$ cat config.mk
export PLATFORM = sky130hd
export DESIGN_NAME = dp_mem_responder
export DESIGN_NICKNAME = d
export VERILOG_FILES = /design/src/rtl/dp_mem_responder.sv
export SDC_FILE = /design/constraint.sdc
export NUM_CORES = 1
export LEC_CHECK = 0
export CAP_MARGIN = 10
export CORE_AREA = 2 2 163 117
export DETAILED_ROUTE_END_ITERATION = 8
export DIE_AREA = 0 0 165 119
export GPL_TIMING_DRIVEN = 0
export PLACE_DENSITY_LB_ADDON = 0.15
export SYNTH_ARGS = -nofsm -noshare
export SYNTH_HDL_FRONTEND = slang
export SYNTH_SLANG_ARGS = --single-unit
$ cat constraint.sdc
create_clock -name CLK -period 3.2 [get_ports CLK]
set_input_delay 0.8 -clock CLK [delete_from_list [all_inputs] [get_ports CLK]]
set_output_delay 0.8 -clock CLK [all_outputs]
set_load 0.03 [all_outputs]
$ cat src/rtl/dp_mem_responder.sv
// dp_mem_responder: arbitrates ifetch/data requests onto one memory bus, with LL/SC link tracking
module dp_mem_responder #(
  parameter int STARVE_LIMIT = 4
) (
  input  logic        CLK,
  input  logic        RST,
  input  logic        imemREN,
  input  logic [31:0] imemaddr,
  output logic        ihit,
  output logic [31:0] imemload,
  input  logic        dmemREN,
  input  logic        dmemWEN,
  input  logic        datomic,
  input  logic [31:0] dmemaddr,
  input  logic [31:0] dmemstore,
  output logic        dhit,
  output logic [31:0] dmemload,
  input  logic        halt,
  output logic        mREN,
  output logic        mWEN,
  output logic [31:0] maddr,
  output logic [31:0] mstore,
  input  logic [31:0] mload,
  input  logic        mready,
  input  logic        snoop_valid,
  input  logic [31:0] snoop_addr,
  output logic        link_valid
);
  localparam int CW = $clog2(STARVE_LIMIT + 1);
  typedef enum logic [1:0] {IDLE, DREQ, IREQ, DONE} state_t;
  state_t state, state_n;
  logic wr, wr_n, atom, atom_n;
  logic [CW-1:0] starve_cnt, starve_n;
  logic ihit_n, dhit_n, mren_n, mwen_n, lv_n;
  logic [31:0] maddr_n, mstore_n, imemload_n, dmemload_n, link_addr, la_n;
  logic dreq, starved, igrant, snoop_link, sc_ok;
  function automatic logic same_word(input logic [31:0] a, input logic [31:0] b);
    return ((a ^ b) & 32'hFFFF_FFFC) == 32'h0;
  endfunction
  assign dreq       = dmemREN | dmemWEN;
  assign starved    = starve_cnt == CW'(STARVE_LIMIT);
  assign igrant     = imemREN & (~dreq | starved);
  assign snoop_link = snoop_valid & same_word(snoop_addr, link_addr);
  assign sc_ok      = link_valid & same_word(link_addr, dmemaddr) & ~snoop_link;
  always_comb begin
    state_n    = state;
    wr_n       = wr;
    atom_n     = atom;
    starve_n   = starve_cnt;
    ihit_n     = 1'b0;
    dhit_n     = 1'b0;
    mren_n     = mREN;
    mwen_n     = mWEN;
    maddr_n    = maddr;
    mstore_n   = mstore;
    imemload_n = imemload;
    dmemload_n = dmemload;
    lv_n       = link_valid;
    la_n       = link_addr;
    case (state)
      IDLE: if (!halt) begin
        if (igrant) begin
          state_n  = IREQ;
          maddr_n  = imemaddr;
          mren_n   = 1'b1;
          starve_n = '0;
        end else if (dreq) begin
          wr_n     = dmemWEN;
          atom_n   = datomic;
          maddr_n  = dmemaddr;
          mstore_n = dmemstore;
          starve_n = (imemREN && !starved) ? starve_cnt + 1'b1 : starve_cnt;
          if (dmemWEN && datomic && !sc_ok) begin
            // failed SC completes without touching memory
            state_n    = DONE;
            dhit_n     = 1'b1;
            dmemload_n = 32'h0;
            lv_n       = 1'b0;
          end else begin
            state_n = DREQ;
            mren_n  = ~dmemWEN;
            mwen_n  = dmemWEN;
          end
        end
      end
      DREQ: if (mready) begin
        state_n = DONE;
        mren_n  = 1'b0;
        mwen_n  = 1'b0;
        dhit_n  = 1'b1;
        if (!wr) begin
          dmemload_n = mload;
          lv_n       = atom ? 1'b1 : link_valid;
          la_n       = atom ? maddr : link_addr;
        end else if (atom) begin
          dmemload_n = 32'h1;
          lv_n       = 1'b0;
        end else if (same_word(maddr, link_addr)) begin
          lv_n = 1'b0;
        end
      end
      IREQ: if (mready) begin
        state_n    = DONE;
        mren_n     = 1'b0;
        ihit_n     = 1'b1;
        imemload_n = mload;
      end
      DONE: state_n = IDLE;
    endcase
    // snoops and halt override any link update made this cycle
    if ((snoop_valid && same_word(snoop_addr, la_n)) || halt) lv_n = 1'b0;
  end
  always_ff @(posedge CLK) begin
    if (RST) begin
      state      <= IDLE;
      wr         <= 1'b0;
      atom       <= 1'b0;
      starve_cnt <= '0;
      ihit       <= 1'b0;
      dhit       <= 1'b0;
      mREN       <= 1'b0;
      mWEN       <= 1'b0;
      maddr      <= 32'h0;
      mstore     <= 32'h0;
      imemload   <= 32'h0;
      dmemload   <= 32'h0;
      link_valid <= 1'b0;
      link_addr  <= 32'h0;
    end else begin
      state      <= state_n;
      wr         <= wr_n;
      atom       <= atom_n;
      starve_cnt <= starve_n;
      ihit       <= ihit_n;
      dhit       <= dhit_n;
      mREN       <= mren_n;
      mWEN       <= mwen_n;
      maddr      <= maddr_n;
      mstore     <= mstore_n;
      imemload   <= imemload_n;
      dmemload   <= dmemload_n;
      link_valid <= lv_n;
      link_addr  <= la_n;
    end
  end
endmodule
### Yosys cells after proc, flatten, opt, wreduce, memory -nomap -nowiden

Cells that the tools add are included.

| operators by class | value |
|---|---|
| add/sub/neg operators | 1 |
| multiply operators | 0 |
| divide/modulo/power cells | 0 |
| order comparisons | 0 |
| equal/unequal tests | 16 |
| shifts and indexed selects | 0 |
| mux-type cells | 50 |
| bitwise logic cells | 16 |
| reduce and logical (&&, ||, !) cells | 28 |

Operators with widths:

| kind | count |
|---|---|
| $mux 32 | 13 |
| $logic_not 32->1 | 4 |
| $xor 32x32->32 | 4 |
| $pmux 32 s2 | 1 |
| $mux 1 | 23 |
| $ne 3x3->1 const B | 5 |
| $ne 2x2->1 const B | 6 |
| $mux 2 | 5 |
| $mux 3 | 3 |
| $pmux 1 s2 | 4 |
| $reduce_and 4->1 | 2 |
| $reduce_and 8->1 | 1 |
| $reduce_bool 2->1 | 4 |
| $reduce_and 7->1 | 1 |
| $not 1->1 | 6 |
| $pmux 2 s3 | 1 |
| $reduce_and 3->1 | 2 |
| $reduce_and 6->1 | 1 |
| $reduce_or 2->1 | 3 |
| $reduce_and 5->1 | 1 |
| $and 1x1->1 | 4 |
| $eq 2x2->1 const B | 2 |
| $logic_and 1x1->1 | 4 |
| $add 3x1->3 const B | 1 |
| other kinds (8) | 10 |

| storage, ports and cells | value |
|---|---|
| register bits | 172 |
| latch bits | 0 |
| RAM bits | 0 |
| memory bits (read-only) | 0 |
| input bits | 169 |
| output and inout bits | 133 |
| logic and storage cells | 125 |
| memories | 0 |

### Logic depth before layout (Yosys ltp)

Gate-level depths: netlist (run 1).

| logic depth | value |
|---|---|
| depth after elaboration | 12 |
| gate-level depth with buffers | 11 |
| gate-level depth less buffers | 9 |

### Least setup slack after synthesis (run 1)

Ideal clock, no wire load.

| path | value |
|---|---|
| kind | input to register |
| from | input port snoop_addr[4] |
| to | register link_valid |
| library setup time | 0.140 ns |
| arrival | 2.338 ns |
| data required time | 3.060 ns |
| path slack | 0.721 ns |
| cell stages on the path | 7 |
| path buffers | 0 |
| cell sequence | xnor2_1 nand4_1 or4_1 o2111a_2 and3b_1 mux2i_1 a2111oi_2 |

| between the ends | value |
|---|---|
| longest elaborated chain between the ends | 9 |
| elaborated cells between the ends (all ways) | 14 |
| those cells by class | eq/ne (1); bitwise (5); reduce/logical (8) |

RTL lines:

| what | line | text |
|---|---|---|
| start, declared | 26 | `input logic [31:0] snoop_addr,` |
| $xor 32x32->32 | 38 | `return ((a ^ b) & 32'hFFFF_FFFC) == 32'h0;` |
| $logic_not 32->1 | 38 |  |
| $and 1x1->1 | 43 | `assign snoop_link = snoop_valid & same_word(snoop_addr, link_addr);` |
| $not 1->1 | 44 | `assign sc_ok = link_valid & same_word(link_addr, dmemaddr) & ~snoop_link;` |
| $and 1x1->1 | 44 |  |
| $logic_not 1->1 | 73 | `if (dmemWEN && datomic && !sc_ok) begin` |
| $logic_and 1x1->1 | 73 |  |
| $ne 2x2->1 (no line) | -- |  |
| $reduce_and 8->1 (no line) | -- |  |
| end signal, assigned | 142 | `link_valid <= lv_n;` |
| end, declared | 27 | `output logic link_valid` |

Several ways; a longest one is shown, not always the timed one.
A chain may end at the register's enable or synchronous reset.

### Worst setup path after layout (run 1)

| path | value |
|---|---|
| from | register state[1] |
| to | register link_valid |

| between the ends | value |
|---|---|
| longest elaborated chain between the ends | 7 |
| elaborated cells between the ends (all ways) | 18 |
| those cells by class | eq/ne (8); mux (2); bitwise (1); reduce/logical (7) |

RTL lines:

| what | line | text |
|---|---|---|
| start, declared | 31 | `state_t state, state_n;` |
| start signal, assigned | 130 | `state <= state_n;` |
| $eq 2x1->1 | 60 | `case (state)` |
| $mux 32 | 60 |  |
| $xor 32x32->32 | 38 |  |
| $logic_not 32->1 | 38 |  |
| $logic_and 1x1->1 | 111 | `if ((snoop_valid && same_word(snoop_addr, la_n)) \|\| halt) lv_n = 1'b0;` |
| $logic_or 1x1->1 | 111 |  |
| $reduce_or 2->1 (no line) | -- |  |

Several ways; a longest one is shown, not always the timed one.

==> impl_metrics.csv, run 1 <==
group,metric,value,unit
synth,syn_nets,1126,
placement,place_area,11150,sq um
clock_tree,worstSkewPairLatency,430,ps
setup_path,worst_setup_path_end_kind,"flop",
synth,yosys.area_share.simple,20.14,%
finish,final_area,11810,sq um
route,drtAntennaViolNets,0,
pwr,leakage,4.334,nW
setup_path,start_kind,"flop",
pwr,seqPwrFrac,34.6,%
synth,syn_avg_cell_area,8.267,sq um
timing,max_freq,0.3168,GHz
setup_path,crit_chain,"inv_1 > ha_1 > nor2b_1 > buf_4 > nand3_1 > buf_2 > mux2i_1 > xor2_1 > nand4_1 > nor4_1 > a2111oi_2",
timing,min_period,3156,ps
global_route,grt_first_pass_wirelength,44790,um
synth,netlist_instances,952,
finish,final_net_count,1441,
timing,setup_violations,0,
global_route,track_usage,30.38,%
clock_tree,clockBufferDepth,2,
pwr,clkPwrFrac,29.4,%
timing,tightestPinTransition,772.3,ps
placement,dp_hpwl,23610,um
finish,register_area,3403,sq um
synth,yosysWarnings,0,
finish,diodes,0,
synth,async_reset_ff_share,0,%
timing,slew_viol_final,0,
clock_tree,cts_root_buffer,"clkbuf_16",
die,io_pins,302,
timing,hold_viol_final,0,
timing,finalCritPeriodShare,98.63,%
synth,syn_area,7870,sq um
route,drc_errors,0,
setup_path,r2r_cells,11,
die,die_x,165,um
synth,yosysMostFrequentCell,"nand2_1",
global_route,grt_pass1_vias,7690,
global_route,grt_max_degree,17,
timing,grt_setup_unrepaired,"false",
clock_tree,cts_tree,"done",
die,core_area,18340,sq um
global_route,grt-ovfl-total,0,
die,die_h,119,um
clock_tree,clk_pin_slew,70,ps
route,wl,30190,um
min_path,hold_path_class,"reg -> reg",
pwr,peakVddDrop,0.3417,mV
finish,multi_input_area,4194,sq um
clock_tree,tritoncts_num_sinks,170,
pwr,power_frac_comb,36.0,%
pwr,p_int,4.696,mW
synth,yosysTopAreaCell,"dfxtp_1",
clock_tree,ctsHoldBuffers,0,
synth,ys_types,39,
min_path,min_path_cells,2,
setup_path,cp_slowest_cell,"xor2_1",
clock_tree,cts_setup_buffers,0,
pwr,p_switching,2.807,mW
synth,synth-edff-count,0,
setup_path,path_max_fanout,10,
route,vias_per_cell,5.376,
timing,relSlewSlack,48.51,%
setup_path,critPathKind,"reg -> reg",
synth,synth_compound_area_share,14.15,%
clock_tree,cts_buffers,17,
finish,fin_util,64.39,%
setup_path,slowest_delay,450,ps
synth,synth.area.top_cells,"dfxtp_1 (43%), nand2_1 (8.2%), xnor2_1 (6.7%)",
setup_path,cp.arrival,3430,ps
finish,drive_gt1_share,4.378,%
route,vias,8177,
setup_path,cp.required,3480,ps
job,timing.max_cap.violations,0,
run_status,status,"completed",
finish,area_growth,50.05,%
pwr,swShare,37.42,%
placement,numPortBuffers,297,
synth,synthXorXnorAreaFrac,13.35,%
synth,synth_top_area_share,43.24,%
synth,ys_top_cells_by_count,"nand2_1 (171), dfxtp_1 (170), a21oi_1 (102), nor2_1 (72), nand3_1 (67)",
clock_tree,htreeDepth,4,
synth,synth_top_flop_cell,"dfxtp_1",
synth,synthAdderAreaFrac,0.7949,%
placement,gp_congestion,1.075,
route,drt_iter0_markers,773,
synth,ys_seq_area_share,43.24,%
die,dieArea,19640,sq um
timing,fin_skew,12.86,ps
die,start_util,42.91,%
route,detail_route.wl_per_cell,19.85,um
synth,muxShareOfSynthArea,4.324,%
route,firstDrtPassIters,5,
die,row_count,42,
synth,synth_top_family_by_area,"simple AND/OR/NAND/NOR gates",
pwr,total_power,7.503,mW
finish,fillerInstances,1592,
pwr,pwr_density_cell,635.4,nW/um^2
synth,ys_seq_elements,170,
global_route,antenna_found_initial,0,
==> repair_timing <==
item	in CTS	in global routing
gates resized for setup	1	13
endpoints found under the setup margin	34	63
endpoints found under the hold margin	0	0
==> stage by stage <==
stage / instances / hold WS, ps / setup slack, ps / TNS [ps]
finish: 1521 / 455.0 / 43.68 / 0
global route: 1521 / 472.4 / 1.317 / 0
floorplan: 952 / 448.6 / 721.5 / 0
detailed placement: 1491 / 447.5 / -609.3 / -37920
global placement: 1491 / 441.4 / -567.9 / -34470
CTS: 1521 / 457.3 / 9.585 / 0
==> path summary, 6_finish.rpt <==
path / from / end / slack (ps)
setup / recovery: state[1] / link_valid / 40
hold / removal: imemload[16] / imemload[16] / 450
setup reg to reg: state[1] / link_valid / 40
hold reg to reg: imemload[16] / imemload[16] / 450
==> per-layer routing <==
| layer | part of all wire [%] | vias to the layer above | GRT usage (%) |
|---|---|---|---|
| li1 | - | 3914 | - |
| met1 | 47 | 3850 | 45.79 |
| met2 | 39 | 379 | 40.94 |
| met3 | 12 | 34 | 9.892 |
| met4 | 1.7 | 0 | 8.098 |
| met5 | 0 | - | 0 |
==> sequential cells by signal (all words and copies together), names as in the netlist <==
signal      count
dmemload       32
imemload       32
maddr          32
mstore         32
link_addr      30
starve_cnt      3
state           2
atom            1
dhit            1
ihit            1
link_valid      1
mREN            1
mWEN            1
wr              1
==> layout by cell type, fill, tap and decap left out, types with 5 or more instances in the layout <==
cell type	count
nor4_1	7
nand2_1	171
clkbuf_1	52
a311oi_1	33
xnor2_1	59
mux2i_1	33
inv_1	6
clkdlybuf4s50_1	297
ha_1	5
o21ai_0	38
buf_2	7
nand3_1	67
a21oi_1	102
inv_6	5
dfxtp_1	170
nor2b_1	5
nand4_1	24
clkbuf_16	17
nor2_1	72
xor2_1	60
==> power groups by stage <==
| stage | clock, mW | sequential (mW) | combinational [mW] |
|---|---|---|---|
| final | 2.21 | 2.60 | 2.70 |
| after global routing | 2.31 | 2.62 | 2.89 |
| after CTS | 2.22 | 2.59 | 2.67 |
| after detailed placement | 0 | 2.63 | 2.64 |
| after global placement | 0 | 2.63 | 2.62 |
| after floorplan | 0 | 3.02 | 1.11 |
==> critical path, delay by kind of cell (launching register included) <==
| kind | cells | cell delay, ps |
|---|---|---|
| buffers and inverters | 3 | 650 |
| XOR/XNOR | 1 | 450 |
| AO/OA/AOI/OAI | 1 | 130 |
| adder cells (fa/ha/maj) | 1 | 250 |
| multiplexers | 1 | 340 |
| AND/OR/NAND/NOR | 4 | 810 |
| flip-flops | 1 | 390 |
==> cell type report <==
type	count	share of cell area, %
multi-input cells	708	35.52
flip-flops and latches	170	28.82
repair buffers	297	25.17
clock buffers	18	3.719
well taps	242	2.564
plain buffers	67	2.490
clock inverters	13	1.526
inverters	6	0.1907
==> cell families after synthesis <==
group	after synthesis
compound gates	187
buf+inv	74
simple gates	362
flops	170
mux	34
fa+ha+maj	5
xor+xnor	120
No activity file was read; power rests on OpenSTA's default activity.
==> run 2, diff against run 1 <==
--- a/config.mk
+++ b/config.mk
@@ -5,12 +5,14 @@
 export SDC_FILE = /design/constraint.sdc
 export NUM_CORES = 1
 export LEC_CHECK = 0
+export ABC_CLOCK_PERIOD_IN_PS = 3200
 export CAP_MARGIN = 10
 export CORE_AREA = 2 2 163 117
 export DETAILED_ROUTE_END_ITERATION = 8
 export DIE_AREA = 0 0 165 119
 export GPL_TIMING_DRIVEN = 0
 export PLACE_DENSITY_LB_ADDON = 0.15
+export RECOVER_POWER = 25
 export SYNTH_ARGS = -nofsm -noshare
 export SYNTH_HDL_FRONTEND = slang
 export SYNTH_SLANG_ARGS = --single-unit
==> run 2 against run 1 <==
Critical path depth unchanged. Via count increased by 0.45%. Final cell count about the same. Sequential cell count unchanged. Maximum frequency increased by 0.23%. Highest routed layer unchanged.
==> impl_metrics.csv, run 2 (same netlist as run 1, synthesis figures left out) <==
group,metric,value,unit
finish,finalNonFillerCells,1522,
job,timing.max_cap.violations,0,
global_route,grt_max_degree,17,
timing,tightestPinTransition,776.0,ps
finish,final_net_count,1441,
finish,fin_util,64.40,%
setup_path,critPathKind,"reg -> reg",
timing,max_freq,0.3175,GHz
finish,final_common_cell,"clkdlybuf4s50_1",
placement,gp_congestion,1.075,
timing,slew_viol_final,0,
route,wl,30240,um
clock_tree,tritoncts_num_sinks,170,
min_path,hold_path_class,"reg -> reg",
route,detail_route.wl_per_cell,19.87,um
setup_path,crit_chain,"inv_1 > ha_1 > nor2b_1 > buf_4 > nand3_1 > buf_2 > mux2i_1 > xor2_1 > nand4_1 > nor4_1 > a2111oi_2",
timing,min_period,3149,ps
clock_tree,clk_pin_slew,70,ps
die,row_count,42,
clock_tree,htreeDepth,4,
route,drtAntennaViolNets,0,
pwr,total_power,7.492,mW
timing,setup_violations,0,
clock_tree,worstSkewPairLatency,430,ps
setup_path,path_max_fanout,10,
setup_path,cp.arrival,3430,ps
timing,relSlewSlack,48.26,%
setup_path,worst_setup_path_end_kind,"flop",
route,drc_errors,0,
die,die_h,119,um
finish,final_cell_mix,"clkdlybuf4s50_1 (266), nand2_1 (171), dfxtp_1 (170), a21oi_1 (102), nor2_1 (72)",
pwr,pwr_density_cell,634.3,nW/um^2
global_route,grt_pass1_vias,7690,
placement,dp_hpwl,23610,um
setup_path,start_kind,"flop",
finish,drive_gt1_share,4.378,%
finish,fillerInstances,1593,
clock_tree,cts_tree,"done",
die,dieArea,19640,sq um
global_route,grt-ovfl-total,0,
route,firstDrtPassIters,7,
die,core_area,18340,sq um
setup_path,slowest_delay,440,ps
die,start_util,42.91,%
timing,hold_slack,453.8,ps
timing,fin_skew,13.04,ps
route,vias_per_cell,5.397,
global_route,antenna_found_initial,1,
pwr,leakage,4.434,nW
route,vias,8214,
die,io_pins,302,
placement,numPortBuffers,297,
timing,finalCritPeriodShare,98.41,%
clock_tree,cts_root_buffer,"clkbuf_16",
global_route,track_usage,30.38,%
timing,grt_setup_unrepaired,"false",
clock_tree,cts_buffers,17,
finish,area_growth,50.08,%
run_status,status,"completed",
die,die_x,165,um
route,drt_iter0_markers,847,
global_route,grt_first_pass_wirelength,44790,um
pwr,peakVddDrop,0.3550,mV
timing,hold_viol_final,0,
setup_path,cp.required,3480,ps
setup_path,cp_slowest_cell,"xor2_1",
placement,placed_cells,1491,
clock_tree,clockBufferDepth,2,
run 2: worst max-delay path, delay by kind of cell, from the launching register on:
kind,cells,cell delay [ps]
xor gates and xnor gates,1,440
adders and majority gates,1,250
AOI/OAI and AO/OA,1,130
muxes,1,340
and+or+nand+nor,4,800
DFF,1,390
buffers and inverters,3,650
run 2: routing by layer:
layer | vias to the layer above | track usage [%] | part of all wire (%)
met2 | 394 | 40.94 | 39
met5 | - | 0 | 0
li1 | 3914 | - | -
met3 | 28 | 9.892 | 12
met1 | 3878 | 45.79 | 47
met4 | 0 | 8.098 | 1.5
run 2: area by class of cell:
class / count / area [sq um] / area share (%)
Inverter: 6 / 22.52 / 0.1907
Clock inverter: 13 / 180.2 / 1.525
Multi-Input combinational cell: 708 / 4194 / 35.51
Buffer: 67 / 294.0 / 2.489
Antenna cell: 1 / 2.502 / 0.02119
Timing Repair Buffer: 297 / 2973 / 25.17
Sequential cell: 170 / 3403 / 28.81
Clock buffer: 18 / 439.2 / 3.718
Tap cell: 242 / 302.8 / 2.564
run 2: final timing paths:
| kind | startpoint | endpoint | slack (ps) | depth (start not counted) |
|---|---|---|---|---|
| setup / recovery | state[1] | link_valid | 50 | 11 |
| hold reg to reg | imemload[10] | imemload[10] | 450 | 2 |
| setup reg to reg | state[1] | link_valid | 50 | 11 |
| hold / removal | imemload[10] | imemload[10] | 450 | 2 |
run 2: through the flow:
step | worst slack, ps | TNS [ps] | cell area (sq um)
after detailed placement | -609.3 | -37920 | 11150
after global placement | -567.9 | -34470 | 11150
after global routing | 1.961 | 0 | 11810
final | 50.82 | 0 | 11810
after floorplan | 721.5 | 0 | 7870
after CTS | 9.585 | 0 | 11770
run 2: timing repair:
item | 4_1_cts | 5_1_grt
endpoints found under the hold margin | 0 | 0
gates resized for setup | 1 | 13
hold buffers | 0 | 0
setup endpoints to repair | 34 | 63
buffers inserted | 0 | 0
run 2: where the power goes:
| group | switching [mW] | internal [mW] | total [mW] | leakage [nW] |
|---|---|---|---|---|
| combinational | 1.64 | 1.05 | 2.69 | 2.75 |
| sequential | 0.231 | 2.37 | 2.60 | 1.38 |
| clock | 0.937 | 1.27 | 2.21 | 0.298 |
==> run 3, diff against run 2 <==
==> config.mk (replaced) <==
export PLATFORM = sky130hd
export DESIGN_NAME = dp_mem_responder
export DESIGN_NICKNAME = d
export VERILOG_FILES = /design/src/rtl/dp_mem_responder.sv
export SDC_FILE = /design/constraint.sdc
export NUM_CORES = 1
export LEC_CHECK = 0
export ABC_CLOCK_PERIOD_IN_PS = 3770
export CAP_MARGIN = 10
export CORE_AREA = 2 2 157 113
export DETAILED_ROUTE_END_ITERATION = 8
export DIE_AREA = 0 0 159 115
export GPL_TIMING_DRIVEN = 0
export PLACE_DENSITY_LB_ADDON = 0.15
export RECOVER_POWER = 25
export SLEW_MARGIN = 5
export SYNTH_ARGS = -nofsm -noshare
export SYNTH_HDL_FRONTEND = slang
export SYNTH_SLANG_ARGS = --single-unit
==> constraint.sdc (replaced) <==
create_clock -name CLK -period 3.77 [get_ports CLK]
set_input_delay 0.9425 -clock CLK [delete_from_list [all_inputs] [get_ports CLK]]
set_output_delay 0.9425 -clock CLK [all_outputs]
set_load 0.03 [all_outputs]
==> run 3 against run 2 <==
Sequential cell count unchanged. Largest cell class unchanged. Core utilization is 5.2 points higher. Total power decreased by 17%. First-iteration DRC count fell by 9.6%. Largest power group unchanged. Global-route usage is 2.1 points higher. Wire length up 0.24%. Setup slack better by 140 ps.
==> impl_metrics.csv, run 3 (same netlist as run 1, synthesis figures left out) <==
group,metric,value,unit
pwr,power_frac_comb,36.7,%
placement,numPortBuffers,297,
run_status,status,"completed",
placement,gp_congestion,1.079,
die,row_count,40,
placement,dp_hpwl,23600,um
timing,fin_skew,13.06,ps
route,drc_errors,0,
die,start_util,46.80,%
timing,setup_violations,0,
clock_tree,cts_root_buffer,"clkbuf_16",
finish,drive_gt1_share,3.594,%
route,wl,30310,um
clock_tree,clockBufferDepth,2,
die,dieArea,18290,sq um
global_route,grt-ovfl-total,0,
pwr,p_int,3.814,mW
timing,tightestPinTransition,970.1,ps
clock_tree,post_cts_resized,0,
die,core_area,16820,sq um
setup_path,start_kind,"primary input",
route,drtAntennaViolNets,0,
global_route,globalRouteMet2Util,46.41,%
setup_path,cp.required,4050,ps
placement,dpl_worst_slack,-67.04,ps
timing,finalCritPeriodShare,94.93,%
timing,max_freq,0.2794,GHz
timing,hold_viol_final,0,
clock_tree,htreeDepth,4,
clock_tree,cts_buffers,17,
clock_tree,tritoncts_num_sinks,170,
pwr,leakage,4.357,nW
global_route,grt_pass1_vias,7592,
job,timing.max_cap.violations,0,
global_route,grt_use_met1,46.33,%
setup_path,critPathKind,"in -> reg",
pwr,swShare,38.51,%
finish,multi_input_area,4153,sq um
clock_tree,ctsHoldBuffers,0,
global_route,antenna_found_initial,1,
finish,finalNonFillerCells,1511,
clock_tree,worstSkewPairLatency,430,ps
die,die_h,115,um
timing,relSlewSlack,34.97,%
timing,grt_setup_unrepaired,"false",
route,vias,8314,
finish,final_net_count,1442,
timing,min_period,3579,ps
finish,fillerInstances,1400,
global_route,grt_first_pass_wirelength,44920,um
die,io_pins,302,
global_route,use_met3,12.09,%
finish,diodes,0,
min_path,hold_path_class,"reg -> reg",
finish,final_cell_mix,"clkdlybuf4s50_1 (273), nand2_1 (171), dfxtp_1 (170), a21oi_1 (102), nor2_1 (72)",
route,drt_iter0_markers,766,
setup_path,worst_setup_path_end_kind,"flop",
pwr,clkPwrFrac,27.8,%
global_route,top_usage_layer,"met2",
clock_tree,cts_setup_buffers,0,
clock_tree,cts_tree,"done",
finish,register_area,3403,sq um
finish,area_growth,48.65,%
route,vias_per_cell,5.502,
finish,final_common_cell,"clkdlybuf4s50_1",
pwr,seqPwrFrac,35.6,%
setup_path,cp.arrival,3860,ps
route,firstDrtPassIters,5,
pwr,peakVddDrop,0.2959,mV
finish,fin_util,69.57,%
die,die_x,159,um
clock_tree,clk_pin_slew,70,ps
pwr,p_switching,2.388,mW
global_route,track_usage,32.47,%
route,detail_route.wl_per_cell,20.06,um
setup_path,path_max_fanout,10,
pwr,pwr_density_cell,530.1,nW/um^2
timing,slew_viol_final,0,
timing,setup_slack,191.1,ps
placement,placed_cells,1480,
global_route,grt_max_degree,17,
==> run 3: cell count changes in the layout (fill, tap and decap cells not counted), sizes merged <==
cell,previous run,this run
inv,13,10
clkdlybuf4s50,266,273
diode,1,0
dlygate4sd3,31,24
clkinvlp,2,6
clkinv,1,3
bufinv,3,1
==> run 3: power by group through the flow <==
stage               Combinational, mW  Clock, mW  Sequential (mW)
global placement                 2.22          0             2.24
global route                     2.42       1.81             2.22
finish                           2.27       1.72             2.21
floorplan                       0.939          0             2.56
detailed placement               2.24          0             2.24
CTS                              2.25       1.73             2.20
==> run 3: layout make-up <==
type                            instances  area share [%]
Buffer                                 68           2.481
Clock inverter                         14           1.219
Clock buffer                           17           3.636
Multi-Input combinational cell        708           35.50
Inverter                                6          0.1925
Tap cell                              231           2.471
Sequential cell                       170           29.09
Timing Repair Buffer                  297           25.41
==> run 3: path summary, 6_finish.rpt <==
| kind | from | endpoint | cells after the start | slack, ps |
|---|---|---|---|---|
| worst max-delay path | mready | link_valid | 8 | 190 |
| worst min-delay path | mstore[7] | mstore[7] | 2 | 450 |
| worst max register to register | state[1] | link_valid | 11 | 360 |
| worst min register to register | mstore[7] | mstore[7] | 2 | 450 |
==> run 3: metal layers <==
layer | routed length (um) | up-vias
met5 | 13 | -
met4 | 548 | 2
met3 | 3739 | 46
met2 | 12440 | 441
met1 | 13570 | 3910
li1 | - | 3915
==> run 3: worst max-delay path: stages <==
cell and delay, ps:
dlygate4sd3_1 610, nand3_1 170, clkbuf_1 720, mux2i_1 350, xor2_1 200, nand4_1 210
nor4_1 510, a2111oi_2 140
==> run 3: per-stage QoR <==
| stage | cell area, sq um | hold slack (ps) | total power, mW | TNS (ps) |
|---|---|---|---|---|
| final | 11700 | 451.7 | 6.202 | 0 |
| after global routing | 11700 | 462.8 | 6.456 | 0 |
| after CTS | 11700 | 454.7 | 6.185 | 0 |
| after detailed placement | 11130 | 445.3 | 4.481 | -260.3 |
| after global placement | 11130 | 441.4 | 4.457 | 0 |
| after floorplan | 7870 | 448.6 | 3.504 | 0 |
